## config.mk

```make
export PLATFORM = sky130hd
export DESIGN_NAME = ofdm_symbol_ctrl
export DESIGN_NICKNAME = d
export VERILOG_FILES = /design/src/rtl/ofdm_pkg.sv /design/src/rtl/ofdm_pilot_lfsr.sv /design/src/rtl/ofdm_symbol_ctrl.sv
export SDC_FILE = /design/constraint.sdc
export NUM_CORES = 1
export LEC_CHECK = 0
export ABC_AREA = 1
export BUFFER_PORTS_ARGS = -buffer_cell sky130_fd_sc_hd__clkbuf_2
export CAP_MARGIN = 20
export CORE_MARGIN = 3
export CORE_UTILIZATION = 35
export DETAILED_ROUTE_END_ITERATION = 10
export GPL_ROUTABILITY_DRIVEN = 0
export HOLD_SLACK_MARGIN = 0.03
export SYNTH_ARGS = -nofsm -noshare
export SYNTH_HDL_FRONTEND = slang
export SYNTH_SLANG_ARGS = --single-unit
```

## constraint.sdc

```tcl
create_clock -name clk -period 4.8 [get_ports clk]
set_clock_uncertainty 0.2 [all_clocks]
set_input_delay 0.24 -clock clk [delete_from_list [all_inputs] [get_ports clk]]
set_output_delay 0.24 -clock clk [all_outputs]
set_load 0.02 [all_outputs]
```

## src/rtl/ofdm_pkg.sv

```systemverilog
// Shared constants, enums and bin-classification helpers for the OFDM TX symbol sequencer.
package ofdm_pkg;
  localparam int NFFT  = 64;
  localparam int NCP   = 16;
  localparam int NDATA = 48;
  localparam int NSAMP = NFFT + NCP;

  // Subcarrier walk k = -32..31 maps to bins 32..63, 0..31
  localparam logic [5:0] FIRST_BIN = 6'(NFFT / 2);
  localparam logic [5:0] LAST_BIN  = 6'(NFFT / 2 - 1);

  // Scrambler x^7 + x^4 + 1: taps on b7 (bit 6) and b4 (bit 3)
  localparam logic [6:0] LFSR_TAPS = 7'b1001000;
  localparam logic [6:0] LFSR_SEED = 7'b1111111;

  // Pilots at k = -21, -7, 7, 21; only k = 21 carries the inverted sign
  localparam logic [5:0] PILOT_BIN [4] = '{6'd43, 6'd57, 6'd7, 6'd21};
  localparam logic [3:0] PILOT_NEG = 4'b1000;

  typedef enum logic [1:0] {BIN_NULL, BIN_PILOT, BIN_DATA} bin_class_t;
  typedef enum logic [2:0] {ST_IDLE, ST_LOAD, ST_START, ST_WAIT, ST_OUT} state_t;

  function automatic bin_class_t bin_class(input logic [5:0] bin);
    bin_class_t c;
    c = BIN_DATA;
    // DC bin plus the guard band k = 27..31, -32..-27 (bins 27..37)
    if (bin == 6'd0 || (bin >= 6'd27 && bin <= 6'd37)) c = BIN_NULL;
    for (int i = 0; i < 4; i++)
      if (bin == PILOT_BIN[i]) c = BIN_PILOT;
    return c;
  endfunction

  function automatic logic pilot_neg(input logic [5:0] bin);
    logic n;
    n = 1'b0;
    for (int i = 0; i < 4; i++)
      if (bin == PILOT_BIN[i]) n = PILOT_NEG[i];
    return n;
  endfunction
endpackage

```

## src/rtl/ofdm_pilot_lfsr.sv

```systemverilog
// Per-symbol pilot polarity generator; pol = 1 means the pilots are inverted this symbol.
module ofdm_pilot_lfsr
  import ofdm_pkg::*;
(
  input  logic clk,
  input  logic rst,
  input  logic seed,
  input  logic step,
  output logic pol
);
  logic [6:0] state;
  logic       fb;

  assign fb  = ^(state & LFSR_TAPS);
  assign pol = fb;

  always_ff @(posedge clk or posedge rst) begin
    if (rst)       state <= LFSR_SEED;
    else if (seed) state <= LFSR_SEED;
    else if (step) state <= {state[5:0], fb};
  end
endmodule

```

## src/rtl/ofdm_symbol_ctrl.sv

```systemverilog
// Builds each 64-bin frequency frame for the IFFT, runs the transform, and streams
// out cyclic prefix plus body through a 2-entry fall-through output FIFO.
module ofdm_symbol_ctrl
  import ofdm_pkg::*;
#(
  parameter int                W         = 16,
  parameter logic signed [W-1:0] PILOT_AMP = 16'sd11585
) (
  input  logic                clk,
  input  logic                rst,
  input  logic                frm_start,
  input  logic [7:0]          frm_nsym,
  output logic                frm_busy,
  output logic                frm_done,
  input  logic                din_valid,
  output logic                din_ready,
  input  logic signed [W-1:0] din_re,
  input  logic signed [W-1:0] din_im,
  output logic                ifft_wr_en,
  output logic [5:0]          ifft_wr_addr,
  output logic signed [W-1:0] ifft_wr_re,
  output logic signed [W-1:0] ifft_wr_im,
  output logic                ifft_start,
  input  logic                ifft_done,
  output logic                ifft_rd_en,
  output logic [5:0]          ifft_rd_addr,
  input  logic signed [W-1:0] ifft_rd_re,
  input  logic signed [W-1:0] ifft_rd_im,
  output logic                dout_valid,
  input  logic                dout_ready,
  output logic signed [W-1:0] dout_re,
  output logic signed [W-1:0] dout_im,
  output logic                dout_last
);
  state_t              state;
  logic [5:0]          bin;
  logic [7:0]          nsym;
  logic [7:0]          sym_cnt;
  logic [6:0]          rd_idx;
  logic [6:0]          out_cnt;
  logic                rd_pending;
  logic [1:0]          fifo_cnt;
  logic signed [W-1:0] head_re, head_im, tail_re, tail_im;
  bin_class_t          cls;
  logic                pol, load_adv, last_sym, pop;
  logic signed [W-1:0] pilot_val;

  assign cls       = bin_class(bin);
  assign load_adv  = (state == ST_LOAD) && (cls != BIN_DATA || din_valid);
  assign din_ready = (state == ST_LOAD) && (cls == BIN_DATA);
  assign frm_busy  = (state != ST_IDLE);
  assign last_sym  = (sym_cnt == nsym - 8'd1);
  assign pilot_val = (pilot_neg(bin) ^ pol) ? -PILOT_AMP : PILOT_AMP;

  ofdm_pilot_lfsr u_lfsr (
    .clk  (clk),
    .rst  (rst),
    .seed (state == ST_IDLE && frm_start),
    .step (load_adv && bin == LAST_BIN),
    .pol  (pol)
  );

  // Only issue a read when its data is guaranteed a FIFO slot on arrival
  assign ifft_rd_en   = (state == ST_OUT) && (rd_idx < 7'(NSAMP)) &&
                        (({1'b0, fifo_cnt} + {2'b00, rd_pending}) < 3'd2);
  // Adding 48 mod 64 maps index 0..15 onto prefix bins 48..63 and 16..79 onto 0..63
  assign ifft_rd_addr = ifft_rd_en ? 6'(rd_idx + 7'(NFFT - NCP)) : 6'd0;

  assign dout_valid = (fifo_cnt != 2'd0) || rd_pending;
  assign dout_re    = (fifo_cnt != 2'd0) ? head_re : (rd_pending ? ifft_rd_re : '0);
  assign dout_im    = (fifo_cnt != 2'd0) ? head_im : (rd_pending ? ifft_rd_im : '0);
  assign dout_last  = dout_valid && last_sym && (out_cnt == 7'(NSAMP - 1));
  assign pop        = dout_valid && dout_ready;

  always_ff @(posedge clk or posedge rst) begin
    if (rst) begin
      state        <= ST_IDLE;
      bin          <= '0;
      nsym         <= '0;
      sym_cnt      <= '0;
      rd_idx       <= '0;
      out_cnt      <= '0;
      ifft_wr_en   <= 1'b0;
      ifft_wr_addr <= '0;
      ifft_wr_re   <= '0;
      ifft_wr_im   <= '0;
      ifft_start   <= 1'b0;
      frm_done     <= 1'b0;
    end else begin
      ifft_wr_en <= 1'b0;
      ifft_start <= 1'b0;
      frm_done   <= 1'b0;
      case (state)
        ST_IDLE: if (frm_start) begin
          nsym    <= (frm_nsym == 8'd0) ? 8'd1 : frm_nsym;
          sym_cnt <= '0;
          bin     <= FIRST_BIN;
          state   <= ST_LOAD;
        end
        ST_LOAD: if (load_adv) begin
          ifft_wr_en   <= 1'b1;
          ifft_wr_addr <= bin;
          case (cls)
            BIN_DATA: begin
              ifft_wr_re <= din_re;
              ifft_wr_im <= din_im;
            end
            BIN_PILOT: begin
              ifft_wr_re <= pilot_val;
              ifft_wr_im <= '0;
            end
            default: begin
              ifft_wr_re <= '0;
              ifft_wr_im <= '0;
            end
          endcase
          bin <= bin + 6'd1;
          if (bin == LAST_BIN) state <= ST_START;
        end
        ST_START: begin
          ifft_start <= 1'b1;
          state      <= ST_WAIT;
        end
        ST_WAIT: if (ifft_done) begin
          rd_idx  <= '0;
          out_cnt <= '0;
          state   <= ST_OUT;
        end
        ST_OUT: begin
          if (ifft_rd_en) rd_idx <= rd_idx + 7'd1;
          if (pop) begin
            out_cnt <= out_cnt + 7'd1;
            if (out_cnt == 7'(NSAMP - 1)) begin
              if (last_sym) begin
                frm_done <= 1'b1;
                state    <= ST_IDLE;
              end else begin
                sym_cnt <= sym_cnt + 8'd1;
                bin     <= FIRST_BIN;
                state   <= ST_LOAD;
              end
            end
          end
        end
        default: state <= ST_IDLE;
      endcase
    end
  end

  // Read data bypasses the FIFO when it is empty, and is parked only if not taken
  always_ff @(posedge clk or posedge rst) begin
    if (rst) begin
      rd_pending <= 1'b0;
      fifo_cnt   <= '0;
      head_re    <= '0;
      head_im    <= '0;
      tail_re    <= '0;
      tail_im    <= '0;
    end else begin
      rd_pending <= ifft_rd_en;
      case (fifo_cnt)
        2'd0: if (rd_pending && !dout_ready) begin
          head_re  <= ifft_rd_re;
          head_im  <= ifft_rd_im;
          fifo_cnt <= 2'd1;
        end
        2'd1: if (pop) begin
          if (rd_pending) begin
            head_re <= ifft_rd_re;
            head_im <= ifft_rd_im;
          end else begin
            fifo_cnt <= 2'd0;
          end
        end else if (rd_pending) begin
          tail_re  <= ifft_rd_re;
          tail_im  <= ifft_rd_im;
          fifo_cnt <= 2'd2;
        end
        default: if (pop) begin
          head_re  <= tail_re;
          head_im  <= tail_im;
          fifo_cnt <= 2'd1;
        end
      endcase
    end
  end
endmodule

```

# Yosys cells after proc, flatten, opt, wreduce, memory -nomap -nowiden
# Cells that the tools add are included.
# word_totals
wordCells,162
in_bits,78
regBits,154
# op_classes
n_mux,64
eq_ne,28
n_bitwise,2
add_sub_neg,7
n_reduce_logical,38
n_lt_le_gt_ge,4
# ops
cell,count
2-to-1 mux 16 bit,14
case mux 16 bit (2 select lines),3
2-to-1 mux 8 bit,5
2-to-1 mux 6 bit,6
2-to-1 mux 7 bit,5
case mux 7 bit (2 select lines),2
2-to-1 mux 2 bit,10
inequality test 2 bit (second input constant),10
2-to-1 mux 3 bit,6
case mux 6 bit (3 select lines),1
case mux 8 bit (2 select lines),1
case mux 3 bit (5 select lines),1
adder 7 x 1 -> 7 bit (second input constant),2
== test 6 x 5 -> 1 bit (second input constant),2
== test 6 bit (second input constant),2
AND reduction 6 bit,2
logical AND 1 bit,11
nonzero test 2 bit,5
2-to-1 mux 1 bit,9
AND reduction 3 bit,3
nonzero test 3 bit,3
adder 8 x 1 -> 8 bit (second input constant),1
== test 8 bit,1
zero test 8 bit,1
other kinds (29),37

# Depth between registers and ports, before layout
# Gate-level depths: netlist of run 1.
# depth
depth_word,14
ltp_mapped,18
mapped_depth_nobuf,16

# Cells and area by module
# A second synthesis of run 1 with hierarchy kept.
# unflattened
cells_unflattened,1008
area_unflattened_um2,7856.3
# by_module_without_submodules
module,area_each_um2,cells_each,n_inst
ofdm_symbol_ctrl,7517.2,972,1
ofdm_pilot_lfsr,339.1,36,1

# Worst setup path before layout of run 1
# OpenSTA, ideal clock, no wires.
# synth_path
path_type,register to register
start,register bin[1]
end,register u_lfsr.state[6]
stages_incl_launch_ff,16
path_slack_ps,2122
t_arrival_ps,2395
period_less_slack_ps,2678
t_required_ps,4518
path_buffers,1
path_cell_list,dfrtp_1 inv_1 ha_1 nand3_1 a211oi_1 nor3_1 nand3_1 inv_1 ha_1 buf_2 inv_1 nor2_2 nor2_8 inv_2 o21ai_2 mux2_2
# synth_between
elab_chain_cells,13
# synth_lines
item,line_no,source
"start, declared",ofdm_symbol_ctrl.sv:36,logic [5:0] bin;
"start signal, assigned",ofdm_symbol_ctrl.sv:117,bin <= bin + 6'd1;
>= comparator 6 x 5 -> 1 bit or <= comparator 6 bit (tied branches),ofdm_pkg.sv:27,if (bin == 6'd0 || (bin >= 6'd27 && bin <= 6'd37)) c = BIN_NULL;
logical AND 1 bit,ofdm_pkg.sv:27,
logical OR 1 bit,ofdm_pkg.sv:27,
2-to-1 mux 2 bit,ofdm_pkg.sv:27,
2-to-1 mux 2 bit (4 in a row),ofdm_pkg.sv:29,if (bin == PILOT_BIN[i]) c = BIN_PILOT;
inequality test 2 bit,ofdm_symbol_ctrl.sv:49,assign load_adv = (state == ST_LOAD) && (cls != BIN_DATA || din_valid);
logical OR 1 bit,ofdm_symbol_ctrl.sv:49,
logical AND 1 bit,ofdm_symbol_ctrl.sv:49,
logical AND 1 bit *,ofdm_symbol_ctrl.sv:59,".step (load_adv && bin == LAST_BIN),"
nonzero test 2 bit (no source line) *,n/a,
"end signal, assigned",ofdm_pilot_lfsr.sv:20,"else if (step) state <= {state[5:0], fb};"
"end, declared",ofdm_pilot_lfsr.sv:11,logic [6:0] state;
# Mark *: on every way between the ends. The rest lies on a longest branch, timed or not.
# A chain may end at the register's enable or synchronous reset.

# Worst setup path after layout of run 1
# Same ends and word-level chain as after synthesis.

==> impl_results.md, run 1 <==
* Outcome: finished clean
* NetSw at roughly 2.5 mW
* Slew at the pin with the worst max-slew slack at about 0.84 ns
* Number of failing setup endpoints in the final timing report at 0
* Number of nets in the final layout at around 1.3k
* Die Y-Extent at about 160 µm
* Fraction of power consumed by the clock network at 0.227
* Flip-flop and latch count after synthesis at roughly 150
* Diode insertion count for antenna repair at 0
* Post-synthesis async set-or-reset flop share at 1.00
* Worst endpoint data arrival time at approximately 3.7 ns
* Count of pins on the block boundary at 162
* Most frequent standard cell in the layout excluding fill and tap cells: sky130_fd_sc_hd__nand2_1
* Fraction of the yosys area taken by sequential cells at 0.487
* Minimum clock period at about 3.5 ns
* Chip width at ~160 µm
* Power share of the sequential group at 0.366
* Cell repeated most along the worst path: sky130_fd_sc_hd__inv_1
* Highest-count cells in the layout ignoring fill and taps: sky130_fd_sc_hd__nand2_1 (325), sky130_fd_sc_hd__clkbuf_2 (161), sky130_fd_sc_hd__dfrtp_1 (147), sky130_fd_sc_hd__inv_1 (115), sky130_fd_sc_hd__dlygate4sd3_1 (75)
* Internal Power at between 3 and 4 mW
* Clk_lat worst skew at between 0.4 and 0.5 ns
* Worst min-delay path class: in2reg
* Power density relative to cell area at 574 nW/µm²
* Top FF cell, synth: sky130_fd_sc_hd__dfrtp_1
* Maximum number of pins on one net before global-route repair at 91
* Final Max Tran Viols at 0
* Max VDD drop at 0.237 mV
* All-layer global routing usage at 0.166
* Setup repair after global routing missed its margin: false
* Total of buffers placed on input and output ports at 161
* Ratio of cells with drive above 1 in the final layout at 0.204
* Global route overflow at 0
* Syn Std Cell Area at 7930 µm²
* Via density at 4.67
* Max Freq at about 0.28 GHz
* Area overhead of the layout relative to synthesis at 29.5%
* CTS max path bufs at 2
* Num rows at 54
* Crit path capture type: flop
* CTS buffer count at 17
* CP Max Fanout at 33
* Tightest slew margin relative to the limit at 0.443
* CTS root buffer: sky130_fd_sc_hd__clkbuf_16
* Period utilization at 0.738
* Warnings from Yosys at 0
* Logic gate share of total power at 0.407
* Global-route wire length before repair at 33.3 mm
* Buffers inserted during post-CTS setup optimization at 0
* Critical Path Max Stage Delay at 0.43 ns
* Switching share of power at 0.426
* CP startpoint kind: flop
* CTS resizes at 0
* Worst endpoint required time at 4.96 ns
* Area of the die at 24500 µm²
* TritonCTS clock tree: built
* Number of inserted filler cells in the final layout at 2142
* Fraction of the core area covered by cells at the end of the flow at 0.466
* Critical Path Slowest Stage Cell: sky130_fd_sc_hd__o21ai_2
* Starting density of the core at 0.360
* Netlist cell types at 41
* Average wire per standard cell at around 13 µm
* Number of enable-type register cells in the synthesized netlist at 0
* Detailed-router iteration count before antenna repair at 5
* Setup TNS at 0 ns
* Final hold violation count at 0
* Starting DRT DRC Count at 392
* Syn Nets at 1105
* Number of global-route vias before repair at approximately 6.8k
* Count of clock tree sinks at 154
* Synth Area per Inst at 7.81 µm²
* Cells along the critical path: inv_1 -> ha_1 -> nand3_1 -> a211oi_1 -> nor3_1 -> nand3_1 -> inv_1 -> ha_1 -> buf_4 -> inv_1 -> nor2_2 -> nor2_8 -> inv_2 -> o21ai_2 -> mux2_2
* MaxCap Viol Count at 0
* Critical Setup Path Class: reg2reg
* Core area at roughly 22000 µm²
* Worst-path clk slew at roughly 0.070 ns
* Standby leakage power at between 5 and 6 nW
* DRC at 0
* Number of antenna violations at the first check in global routing at 0
* Dpl hpwl at 13.2 mm
* Total via count in the routed design at about 7k
* Post-synthesis instance total at 1016
* Clock H-tree levels at 4
* Total routed wirelength at 20.0 mm
* Remaining antenna violation count at 0
[power groups by stage]
stage               Clock, mW  Sequential (mW)  Combinational (mW)
floorplan                   0             2.30                1.58
global placement            0             2.18                2.33
detailed placement          0             2.18                2.37
CTS                      1.38             2.16                2.42
global route             1.43             2.23                2.72
finish                   1.34             2.16                2.40
[cells by family after synthesis]
| family | count (synthesis) | synth area share |
|---|---|---|
| simple gates | 497 | 0.267 |
| buf+inv | 171 | 0.0871 |
| flops | 154 | 0.487 |
| compound gates | 152 | 0.103 |
| xor+xnor | 17 | 0.0188 |
| mux | 14 | 0.0199 |
| fa+ha+maj | 11 | 0.0174 |
[per-stage QoR]
| step | hold slack [ns] | setup WS (ns) | total power [mW] | std cells | area, µm² |
|---|---|---|---|---|---|
| 2_1_floorplan | 0.165 | 0.222 | 3.88 | 1016 | 7930 |
| 3_3_place_gp | 0.264 | 1.37 | 4.50 | 1418 | 8930 |
| 3_5_place_dp | 0.261 | 1.27 | 4.55 | 1418 | 8930 |
| 4_1_cts | 0.0878 | 1.26 | 5.96 | 1525 | 10300 |
| 5_1_grt | 0.125 | 0.931 | 6.38 | 1525 | 10300 |
| 6_report | 0.107 | 1.26 | 5.89 | 1525 | 10300 |
[area by class of cell]
class,instances,area (µm²),area share
Sequential cell,154,3860,0.376
Multi-Input combinational cell,691,3380,0.329
Timing Repair Buffer,244,1620,0.157
Inverter,124,470,0.0458
Clock buffer,18,439,0.0428
Tap cell,280,350,0.0341
Clock inverter,14,149,0.0145
[sequential cells by signal (all words and copies together), names as in the netlist]
signal        count
tail_im          16
sym_cnt           8
ifft_wr_en        1
frm_done          1
head_im          16
ifft_wr_re       16
ifft_wr_addr      6
rd_idx            7
out_cnt           7
u_lfsr.state      7
state             3
ifft_wr_im       16
tail_re          16
bin               6
fifo_cnt          2
head_re          16
rd_pending        1
nsym              8
ifft_start        1
[worst max-delay path: cells and delay by family, from the launching register on]
family	cells	cell delay, ns
simple gates	5	0.63
mux	1	0.39
compound gates	2	0.71
fa+ha+maj	2	0.38
flops	1	0.41
buf+inv	5	0.75
[per-layer routing]
layer	routed length (µm)	part of all wire	vias up	global-route usage
met4	431	0.022	0	0.0613
met2	9690	0.48	132	0.275
met1	9260	0.46	3302	0.217
met5	0	0	-	0
met3	641	0.032	30	0.0326
li1	-	-	3659	-
[cells in the mapped netlist, types with 9 or more instances]
| library cell | number | share of area |
|---|---|---|
| sky130_fd_sc_hd__nor2_1 | 71 | 0.034 |
| sky130_fd_sc_hd__a21oi_1 | 34 | 0.021 |
| sky130_fd_sc_hd__inv_1 | 116 | 0.055 |
| sky130_fd_sc_hd__o21ai_1 | 33 | 0.021 |
| sky130_fd_sc_hd__xor2_1 | 10 | 0.011 |
| sky130_fd_sc_hd__nor3_1 | 12 | 0.0076 |
| sky130_fd_sc_hd__nand2_1 | 325 | 0.15 |
| sky130_fd_sc_hd__ha_1 | 11 | 0.017 |
| sky130_fd_sc_hd__nand4_1 | 9 | 0.0071 |
| sky130_fd_sc_hd__clkbuf_1 | 17 | 0.0080 |
| sky130_fd_sc_hd__nand3_1 | 48 | 0.030 |
| sky130_fd_sc_hd__o21ai_0 | 47 | 0.030 |
| sky130_fd_sc_hd__o22ai_1 | 32 | 0.025 |
| sky130_fd_sc_hd__buf_2 | 21 | 0.013 |
| sky130_fd_sc_hd__dfrtp_1 | 147 | 0.46 |
[repair_timing]
action	CTS	global route
hold buffers	75	0
endpoints found under the hold margin	192	0
setup endpoints to repair	0	0
[final timing paths]
check | from | endpoint | slack (ns) | cells past startpoint
min reg2reg | ifft_wr_im[2]$_DFFE_PP0P_ | ifft_wr_im[2]$_DFFE_PP0P_ | 0.29 | 2
min in group asynchronous | rst | tail_im[3]$_DFFE_PP0P_ | 0.29 | 3
min | din_valid | ifft_wr_en$_DFF_PP0_ | 0.11 | 3
max | bin[1]$_DFFE_PP0P_ | u_lfsr.state[6]$_DFFE_PP1P_ | 1.26 | 15
max reg2reg | bin[1]$_DFFE_PP0P_ | u_lfsr.state[6]$_DFFE_PP1P_ | 1.26 | 15
max in group asynchronous | rst | head_re[5]$_DFFE_PP0P_ | 3.08 | 4
(Power assumes the default switching activity.)
==> run 2: changes to the inputs <==
--- a/config.mk
+++ b/config.mk
@@ -5,7 +5,7 @@
 export SDC_FILE = /design/constraint.sdc
 export NUM_CORES = 1
 export LEC_CHECK = 0
-export ABC_AREA = 1
+export ABC_AREA = 0
 export BUFFER_PORTS_ARGS = -buffer_cell sky130_fd_sc_hd__clkbuf_2
 export CAP_MARGIN = 20
 export CORE_MARGIN = 3
==> constraint.sdc (replaced) <==
create_clock -name clk -period 3.3 [get_ports clk]
set_clock_uncertainty 0.2 [all_clocks]
set_input_delay 0.165 -clock clk [delete_from_list [all_inputs] [get_ports clk]]
set_output_delay 0.165 -clock clk [all_outputs]
set_load 0.02 [all_outputs]
==> impl_results.md, run 2 <==
* Netlist cell types at 59 (was 41)
* Warnings from Yosys at 0 (unchanged)
* Clk_lat worst skew at 0.42 ns (was 0.43 ns)
* Buffers inserted during post-CTS setup optimization at 0 (unchanged)
* Power density relative to cell area at 676 nW/µm² (was 574 nW/µm²)
* CP startpoint kind: flop (unchanged)
* Crit path capture type: primary output (was flop)
* Total of buffers placed on input and output ports at 161 (unchanged)
* Final hold violation count at 0 (unchanged)
* Critical Setup Path Class: reg2out (was reg2reg)
* Chip width at 153 µm (was 157 µm)
* Starting density of the core at 0.359 (was 0.360)
* Number of nets in the final layout at 1094 (was 1321)
* Worst-path clk slew at 0.07 ns (about the same)
* Ratio of cells with drive above 1 in the final layout at 0.271 (was 0.204)
* Remaining antenna violation count at 0 (unchanged)
* Fraction of the yosys area taken by sequential cells at 0.508 (was 0.487)
* Proportion of netlist area held by the largest area contributor at 0.484 (was 0.464)
* Num rows at 53 (was 54)
* Starting DRT DRC Count at 255 (was 392)
* CTS buffer count at 17 (unchanged)
* Syn Nets at 868 (was 1105)
* Die Y-Extent at 153 µm (was 157 µm)
* Standby leakage power at 4.66 nW (was 5.41 nW)
* Worst endpoint required time at 2.93 ns (was 4.96 ns)
* Maximum number of pins on one net before global-route repair at 81 (was 91)
* Minimum clock period at 2.99 ns
* Diode insertion count for antenna repair at 0 (unchanged)
* Setup TNS at 0 ns (unchanged)
* Global-route wire length before repair at 31.3 mm (was 33.3 mm)
* Total via count in the routed design at 6316 (was 7123)
* Max VDD drop at 0.400 mV (was 0.237 mV)
* Tightest slew margin relative to the limit at 0.574 (was 0.443)
* Clock H-tree levels at 4 (unchanged)
* Total routed wirelength at 18.4 mm (was 20.0 mm)
* Critical Path Slowest Stage Cell: sky130_fd_sc_hd__dfrtp_1 (was sky130_fd_sc_hd__o21ai_2)
* Worst endpoint data arrival time at 2.63 ns (was 3.70 ns)
* Number of failing setup endpoints in the final timing report at 0 (unchanged)
* Top FF cell, synth: sky130_fd_sc_hd__dfrtp_1 (unchanged)
* All-layer global routing usage at 0.158 (was 0.166)
* Final Max Tran Viols at 0 (unchanged)
* CTS max path bufs at 2 (unchanged)
* CTS root buffer: sky130_fd_sc_hd__clkbuf_16 (unchanged)
* Area used by sequential logic in the layout at 3860 µm² (about the same)
* Setup repair after global routing missed its margin: false (unchanged)
* Global route overflow at 0 (unchanged)
* Post-synthesis async set-or-reset flop share at 1.00 (unchanged)
* Average wire per standard cell at 14.2 µm (was 13.1 µm)
* Number of antenna violations at the first check in global routing at 0 (unchanged)
* Outcome: finished clean (unchanged)
* Detailed-router iteration count before antenna repair at 4 (was 5)
* Via density at 4.88 (was 4.67)
* Number of inserted filler cells in the final layout at 2010 (was 2142)
* Number of enable-type register cells in the synthesized netlist at 0 (unchanged)
* Flip-flop and latch count after synthesis at 154 (unchanged)
* Most frequent standard cell in the layout excluding fill and tap cells: sky130_fd_sc_hd__clkbuf_2 (was sky130_fd_sc_hd__nand2_1)
* Critical Path Max Stage Delay at 0.46 ns (was 0.43 ns)
* Combined area of the multi-input logic cells at 3510 µm² (was 3380 µm²)
* Area of the die at 23500 µm² (was 24500 µm²)
* TritonCTS clock tree: built (unchanged)
* Worst min-delay path class: in2reg (unchanged)
* Number of global-route vias before repair at 6277 (was 6849)
* DRC at 0 (unchanged)
* Count of pins on the block boundary at 162 (unchanged)
* MaxCap Viol Count at 0 (unchanged)
* Count of clock tree sinks at 154 (unchanged)
* Cells along the critical path: or3_4 -> o22a_1 -> o31a_4 -> nor4_1 -> and3_1 -> clkbuf_2 (was inv_1 -> ha_1 -> nand3_1 -> a211oi_1 -> nor3_1 -> nand3_1 -> inv_1 -> ha_1 -> buf_4 -> inv_1 -> nor2_2 -> nor2_8 -> inv_2 -> o21ai_2 -> mux2_2)
* Ranking of synthesized cells by instance count: sky130_fd_sc_hd__dfrtp_1 (147), sky130_fd_sc_hd__nand2_1 (142), sky130_fd_sc_hd__o21ai_0 (59), sky130_fd_sc_hd__a21oi_1 (58), sky130_fd_sc_hd__nor2_1 (51) (was sky130_fd_sc_hd__nand2_1 (325), sky130_fd_sc_hd__dfrtp_1 (147), sky130_fd_sc_hd__inv_1 (116), sky130_fd_sc_hd__nor2_1 (71), sky130_fd_sc_hd__nand3_1 (48))
* Highest-count cells in the layout ignoring fill and taps: sky130_fd_sc_hd__clkbuf_2 (161), sky130_fd_sc_hd__dfrtp_1 (146), sky130_fd_sc_hd__nand2_1 (142), sky130_fd_sc_hd__dlygate4sd3_1 (77), sky130_fd_sc_hd__o21ai_0 (59) (was sky130_fd_sc_hd__nand2_1 (325), sky130_fd_sc_hd__clkbuf_2 (161), sky130_fd_sc_hd__dfrtp_1 (147), sky130_fd_sc_hd__inv_1 (115), sky130_fd_sc_hd__dlygate4sd3_1 (75))
* Dpl hpwl at 12.0 mm (was 13.2 mm)
* Synth Area per Inst at 9.76 µm² (was 7.81 µm²)
* Area overhead of the layout relative to synthesis at 33.0% (was 29.5%)
* Post-synthesis instance total at 779 (was 1016)
* Period utilization at 0.907
* Core area at 21200 µm² (was 22000 µm²)
* CP Max Fanout at 6 (was 33)
* Synth area leaders: sky130_fd_sc_hd__dfrtp_1 (48%), sky130_fd_sc_hd__nand2_1 (7.0%), sky130_fd_sc_hd__mux2_2 (5.5%) (was sky130_fd_sc_hd__dfrtp_1 (46%), sky130_fd_sc_hd__nand2_1 (15%), sky130_fd_sc_hd__inv_1 (5.5%))
* Fraction of the core area covered by cells at the end of the flow at 0.478 (was 0.466)
* Syn Std Cell Area at 7600 µm² (was 7930 µm²)
* Max Freq at approximately 0.33 GHz
* Most frequently used cell type in the post-synthesis netlist: sky130_fd_sc_hd__dfrtp_1 (was sky130_fd_sc_hd__nand2_1)
* Slew at the pin with the worst max-slew slack at 0.639 ns (was 0.835 ns)
* Biggest area consumer among synthesized cells: sky130_fd_sc_hd__dfrtp_1 (unchanged)
run 2: changes by cell type in the layout (fill, tap and decap cells not counted), sizes merged, moves of 11 or more:
cell   change
nand2    -193
inv      -113
mux2i     +38
nand3     -35
nor2      -31
o22ai     -31
a21oi     +23
mux2      +23
a22o      +16
o21ai     -15
buf       +11
run 2: path summary, 6_finish.rpt:
check,from,endpoint,slack (ns),cells past startpoint
max,nsym[2]$_DFFE_PP0P_,dout_last,0.31,6
min in group asynchronous,rst,head_im[1]$_DFFE_PP0P_,0.56,4
max in group asynchronous,rst,u_lfsr.state[0]$_DFFE_PP1P_,1.67,5
min reg2reg,ifft_wr_re[2]$_DFFE_PP0P_,ifft_wr_re[2]$_DFFE_PP0P_,0.28,2
max reg2reg,bin[0]$_DFFE_PP0P_,bin[1]$_DFFE_PP0P_,0.42,11
min,frm_start,state[0]$_DFFE_PP0P_,0.10,4
run 2: worst max-delay path: cells and delay by family (launching register included):
family                 cells  cell delay, ns
buffers and inverters      1            0.18
AOI/OAI and AO/OA          2            0.52
DFF                        1            0.46
and+or+nand+nor            3            1.05
run 2: stage by stage:
step	setup WS (ns)	std cells	area, µm²	hold slack (ns)	power [mW]
after global placement	0.209	1184	8740	-0.128	4.81
after global routing	0.0507	1293	10100	0.0992	7.32
after detailed placement	0.197	1184	8740	-0.131	4.85
after CTS	0.178	1293	10100	0.0958	6.94
final	0.306	1293	10100	0.103	6.84
after floorplan	0.332	779	7610	0.0704	4.17
run 2: cells by family (layout without fill, tap and decap cells):
logic type / count (synthesis) / in the layout / share of synthesized area
compound gates: 165 / 165 / 0.130
fa+ha+maj: 11 / 11 / 0.0181
buf+inv: 63 / 302 / 0.0331
mux: 75 / 75 / 0.105
flops: 154 / 154 / 0.508
simple gates: 287 / 287 / 0.178
xor+xnor: 24 / 24 / 0.0276
run 2: where the power goes:
group	switching (mW)	internal, mW
logic	1.29	0.935
clock network	0.876	1.10
registers	0.321	2.32
run 2: per-layer routing:
| metal | part of all wire | GRT usage | vias up |
|---|---|---|---|
| met2 | 0.47 | 0.256 | 148 |
| met1 | 0.47 | 0.216 | 2992 |
| li1 | - | - | 3157 |
| met4 | 0.011 | 0.0336 | 0 |
| met3 | 0.052 | 0.0402 | 19 |
| met5 | 0 | 0 | - |
run 2: repair_timing:
| item | 4_1_cts | 5_1_grt |
|---|---|---|
| gates resized for setup | 0 | 2 |
| setup endpoints to repair | 0 | 5 |
| hold buffers | 77 | 0 |
| endpoints found under the hold margin | 256 | 0 |
run 2: cell type report:
cell class,count,share of cell area
clock buffers,18,0.0434
clock inverters,14,0.0152
inverters,13,0.00520
multi-input cells,562,0.347
flip-flops and latches,154,0.382
well taps,275,0.0340
repair buffers,257,0.173
==> run 3: changes to the inputs <==
--- a/config.mk
+++ b/config.mk
@@ -5,7 +5,8 @@
 export SDC_FILE = /design/constraint.sdc
 export NUM_CORES = 1
 export LEC_CHECK = 0
-export ABC_AREA = 0
+export ABC_AREA = 1
+export ABC_CLOCK_PERIOD_IN_PS = 3300
 export BUFFER_PORTS_ARGS = -buffer_cell sky130_fd_sc_hd__clkbuf_2
 export CAP_MARGIN = 20
 export CORE_MARGIN = 3
@@ -15,4 +16,5 @@
 export HOLD_SLACK_MARGIN = 0.03
 export SYNTH_ARGS = -nofsm -noshare
 export SYNTH_HDL_FRONTEND = slang
+export SYNTH_HIERARCHICAL = 1
 export SYNTH_SLANG_ARGS = --single-unit
==> impl_results.md, run 3 <==
* Starting density of the core at 0.358 (was 0.359)
* Fraction of the mapped netlist area in compound gates at 0.119 (was 0.130)
* Global route overflow at 0 (unchanged)
* Ratio of cells with drive above 1 in the final layout at 0.209 (was 0.271)
* Diode insertion count for antenna repair at 0 (unchanged)
* Minimum clock period at 2.87 ns (was 2.99 ns)
* Number of antenna violations at the first check in global routing at 0 (unchanged)
* CP Max Fanout at 6 (unchanged)
* Fraction of power consumed by the clock network at 0.252 (was 0.288)
* Number of inserted filler cells in the final layout at 2180 (was 2010)
* Final hold violation count at 0 (unchanged)
* Basic-gate share of the synthesized area counting and, or, nand and nor cells at 0.255 (was 0.178)
* Dpl hpwl at 12.6 mm (was 12.0 mm)
* Busiest grt layer: met2 (unchanged)
* MaxCap Viol Count at 0 (unchanged)
* Detailed-router iteration count before antenna repair at 5 (was 4)
* Count of clock tree sinks at 154 (unchanged)
* Final Max Tran Viols at 0 (unchanged)
* Met1 Track Usage GR at 0.215 (was 0.216)
* Synth area leaders: sky130_fd_sc_hd__dfrtp_1 (47%), sky130_fd_sc_hd__nand2_1 (14%), sky130_fd_sc_hd__inv_1 (5.9%) (was sky130_fd_sc_hd__dfrtp_1 (48%), sky130_fd_sc_hd__nand2_1 (7.0%), sky130_fd_sc_hd__mux2_2 (5.5%))
* Syn Nets at 1097 (was 868)
* NetSw at 2.99 mW (was 2.49 mW)
* Clk_lat worst skew at 0.42 ns (about the same)
* CTS root buffer: sky130_fd_sc_hd__clkbuf_16 (unchanged)
* Worst min-delay path class: in2reg (unchanged)
* Ranking of synthesized cells by instance count: sky130_fd_sc_hd__nand2_1 (303), sky130_fd_sc_hd__dfrtp_1 (147), sky130_fd_sc_hd__inv_1 (123), sky130_fd_sc_hd__nor2_1 (80), sky130_fd_sc_hd__o21ai_0 (66) (was sky130_fd_sc_hd__dfrtp_1 (147), sky130_fd_sc_hd__nand2_1 (142), sky130_fd_sc_hd__o21ai_0 (59), sky130_fd_sc_hd__a21oi_1 (58), sky130_fd_sc_hd__nor2_1 (51))
* Via density at 4.65 (was 4.88)
* Total routed wirelength at 19.3 mm (was 18.4 mm)
* Power density relative to cell area at 727 nW/µm² (was 676 nW/µm²)
* Slew at the pin with the worst max-slew slack at 0.768 ns (was 0.639 ns)
* Mux share of post-synthesis cell area at 0.0158 (was 0.105)
* Post-synthesis async set-or-reset flop share at 1.00 (unchanged)
* Max Freq at 0.349 GHz (was 0.334 GHz)
* Remaining antenna violation count at 0 (unchanged)
* Count of pins on the block boundary at 162 (unchanged)
* Clock H-tree levels at 4 (unchanged)
* Global-route track usage on met2 at 0.271 (was 0.256)
* Number of global-route vias before repair at 6890 (was 6277)
* Maximum number of pins on one net before global-route repair at 112 (was 81)
* Total via count in the routed design at 7114 (was 6316)
* Flip-flop and latch count after synthesis at 154 (unchanged)
* Worst endpoint required time at 3.40 ns (was 2.93 ns)
* Synth Area per Inst at 7.79 µm² (was 9.76 µm²)
* Fraction of the yosys area taken by sequential cells at 0.492 (was 0.508)
* Most frequent standard cell in the layout excluding fill and tap cells: sky130_fd_sc_hd__nand2_1 (was sky130_fd_sc_hd__clkbuf_2)
* Core area at 22000 µm² (was 21200 µm²)
* Place WS at 0.275 ns (was 0.197 ns)
* Adder-cell area share of the yosys netlist at 0.0175 (was 0.0181)
* Global-route met3 utilization at 0.0327 (was 0.0402)
* Chip width at 156 µm (was 153 µm)
* Number of nets in the final layout at 1326 (was 1094)
* Crit path capture type: flop (was primary output)
* Proportion of netlist area held by the largest area contributor at 0.468 (was 0.484)
* Buffers inserted during post-CTS setup optimization at 0 (unchanged)
* Number of enable-type register cells in the synthesized netlist at 0 (unchanged)
* Worst endpoint data arrival time at 2.97 ns (was 2.63 ns)
* Post-synthesis instance total at 1008 (was 779)
* DRC at 0 (unchanged)
* Warnings from Yosys at 6 (was 0)
* Area of the die at 24300 µm² (was 23500 µm²)
* Biggest area consumer among synthesized cells: sky130_fd_sc_hd__dfrtp_1 (unchanged)
* Post-Synth XOR/XNOR Area at 0.0145 (was 0.0276)
* TritonCTS clock tree: built (unchanged)
* Total of buffers placed on input and output ports at 161 (unchanged)
* Top FF cell, synth: sky130_fd_sc_hd__dfrtp_1 (unchanged)
* Internal Power at 4.48 mW (was 4.35 mW)
* Post-Route Hold Slack at 0.100 ns (was 0.103 ns)
* Average wire per standard cell at 12.6 µm (was 14.2 µm)
* All-layer global routing usage at 0.163 (was 0.158)
* Syn Std Cell Area at 7860 µm² (was 7600 µm²)
* Logic gate share of total power at 0.381 (was 0.326)
* Area overhead of the layout relative to synthesis at 30.8% (was 33.0%)
* Highest-count cells in the layout ignoring fill and taps: sky130_fd_sc_hd__nand2_1 (303), sky130_fd_sc_hd__clkbuf_2 (161), sky130_fd_sc_hd__dfrtp_1 (147), sky130_fd_sc_hd__inv_1 (122), sky130_fd_sc_hd__nor2_1 (80) (was sky130_fd_sc_hd__clkbuf_2 (161), sky130_fd_sc_hd__dfrtp_1 (146), sky130_fd_sc_hd__nand2_1 (142), sky130_fd_sc_hd__dlygate4sd3_1 (77), sky130_fd_sc_hd__o21ai_0 (59))
* Largest family of logic cells by synthesized area: simple AND/OR/NAND/NOR gates (unchanged)
* Setup TNS at 0 ns (unchanged)
* CTS max path bufs at 2 (unchanged)
* Die Y-Extent at 156 µm (was 153 µm)
* Outcome: finished clean (unchanged)
* Global-route wire length before repair at 32.3 mm (was 31.3 mm)
* Starting DRT DRC Count at 325 (was 255)
* Setup repair after global routing missed its margin: false (unchanged)
* Number of failing setup endpoints in the final timing report at 0 (unchanged)
* Most frequently used cell type in the post-synthesis netlist: sky130_fd_sc_hd__nand2_1 (was sky130_fd_sc_hd__dfrtp_1)
* Netlist cell types at 42 (was 59)
* Critical Setup Path Class: reg2reg (was reg2out)
* Num rows at 54 (was 53)
* Minimum setup slack in the final design at 0.433 ns (was 0.306 ns)
* CTS buffer count at 17 (unchanged)
* Standby leakage power at 5.35 nW (was 4.66 nW)
* Tightest slew margin relative to the limit at 0.488 (was 0.574)
* Period utilization at 0.869 (was 0.907)
* Worst-path clk slew at 0.06 ns (was 0.07 ns)
* Power consumption at 7.47 mW (was 6.84 mW)
* Switching share of power at 0.401 (was 0.364)
* Max VDD drop at 0.401 mV (was 0.400 mV)
* CP startpoint kind: flop (unchanged)
* Power share of the sequential group at 0.367 (was 0.386)
-- run 3: cell count changes in the layout (fill, tap and decap cells not counted), moves of 12 or more --
cell,delta
sky130_fd_sc_hd__mux2_2,-26
sky130_fd_sc_hd__nand2_1,+161
sky130_fd_sc_hd__nor2_1,+29
sky130_fd_sc_hd__mux2i_1,-38
sky130_fd_sc_hd__o21ai_2,+12
sky130_fd_sc_hd__o22ai_1,+32
sky130_fd_sc_hd__a21oi_1,-21
sky130_fd_sc_hd__a22o_1,-16
sky130_fd_sc_hd__nand3_1,+38
sky130_fd_sc_hd__inv_1,+111
-- run 3: logic make-up after synthesis --
family | Yosys count
and+or+nand+nor | 481
buffers and inverters | 171
AOI/OAI and AO/OA | 167
DFF | 154
xor gates and xnor gates | 13
muxes | 11
adders and majority gates | 11
-- run 3: power by group through the flow --
stage / sequential [mW] / combinational (mW) / clock, mW
finish: 2.74 / 2.84 / 1.88
global route: 2.81 / 3.22 / 2.03
CTS: 2.74 / 2.87 / 1.96
detailed placement: 2.77 / 2.78 / 0
global placement: 2.77 / 2.75 / 0
floorplan: 2.89 / 1.85 / 0
-- run 3: path summary, 6_finish.rpt --
kind	from	end	slack (ns)	cells past startpoint
hold / removal	ifft_done	state[1]$_DFFE_PP0P_	0.10	7
max in group asynchronous	rst	tail_re[5]$_DFFE_PP0P_	2.11	4
hold reg to reg	ifft_wr_im[14]$_DFFE_PP0P_	ifft_wr_im[14]$_DFFE_PP0P_	0.28	2
min in group asynchronous	rst	sym_cnt[7]$_DFFE_PP0P_	0.24	4
setup reg to reg	bin[1]$_DFFE_PP0P_	bin[5]$_DFFE_PP0P_	0.43	19
setup / recovery	bin[1]$_DFFE_PP0P_	bin[5]$_DFFE_PP0P_	0.43	19
-- run 3: per-layer routing --
layer  wire length [µm]  up-vias  share of wire
li1                   -     3671              -
met1               9190     3291           0.48
met2               9240      134           0.48
met3                611       18          0.032
met4                246        0          0.013
met5                  0        -              0
-- run 3: timing repair --
action,4_1_cts,5_1_grt
hold endpoints to repair,262,0
hold buffers,75,0
gates resized for setup,0,1
setup endpoints to repair,0,9
-- run 3: critical path, cell delays in order (launching register included) --
cell                      delay [ns]
sky130_fd_sc_hd__dfrtp_1        0.41
sky130_fd_sc_hd__inv_1          0.15
sky130_fd_sc_hd__ha_1           0.19
sky130_fd_sc_hd__nand2_1        0.07
sky130_fd_sc_hd__nor2_1         0.12
sky130_fd_sc_hd__inv_1          0.07
sky130_fd_sc_hd__nand4_1        0.09
sky130_fd_sc_hd__inv_1          0.07
sky130_fd_sc_hd__nand2_1        0.09
sky130_fd_sc_hd__inv_1          0.05
sky130_fd_sc_hd__ha_1           0.19
sky130_fd_sc_hd__inv_1          0.07
sky130_fd_sc_hd__nor2_1         0.04
sky130_fd_sc_hd__buf_4          0.14
sky130_fd_sc_hd__nand2_1        0.11
sky130_fd_sc_hd__nand2_1        0.08
sky130_fd_sc_hd__a21oi_2        0.23
sky130_fd_sc_hd__nand2_1        0.21
sky130_fd_sc_hd__nand2_1        0.12
sky130_fd_sc_hd__nand2_1        0.06
-- run 3: through the flow --
stage,util,std cells,cell area (µm²)
finish,0.468,1530,10300
global route,0.468,1530,10300
CTS,0.468,1530,10300
detailed placement,0.408,1423,8960
global placement,0.408,1423,8960
floorplan,-,1008,7860
-- run 3: layout make-up --
cell class	count	area (µm²)	share of cell area
inverters	133	513	0.0499
repair buffers	248	1660	0.161
multi-input cells	683	3320	0.323
flip-flops and latches	154	3860	0.376
clock inverters	14	136	0.0133
well taps	280	350	0.0341
clock buffers	18	429	0.0418
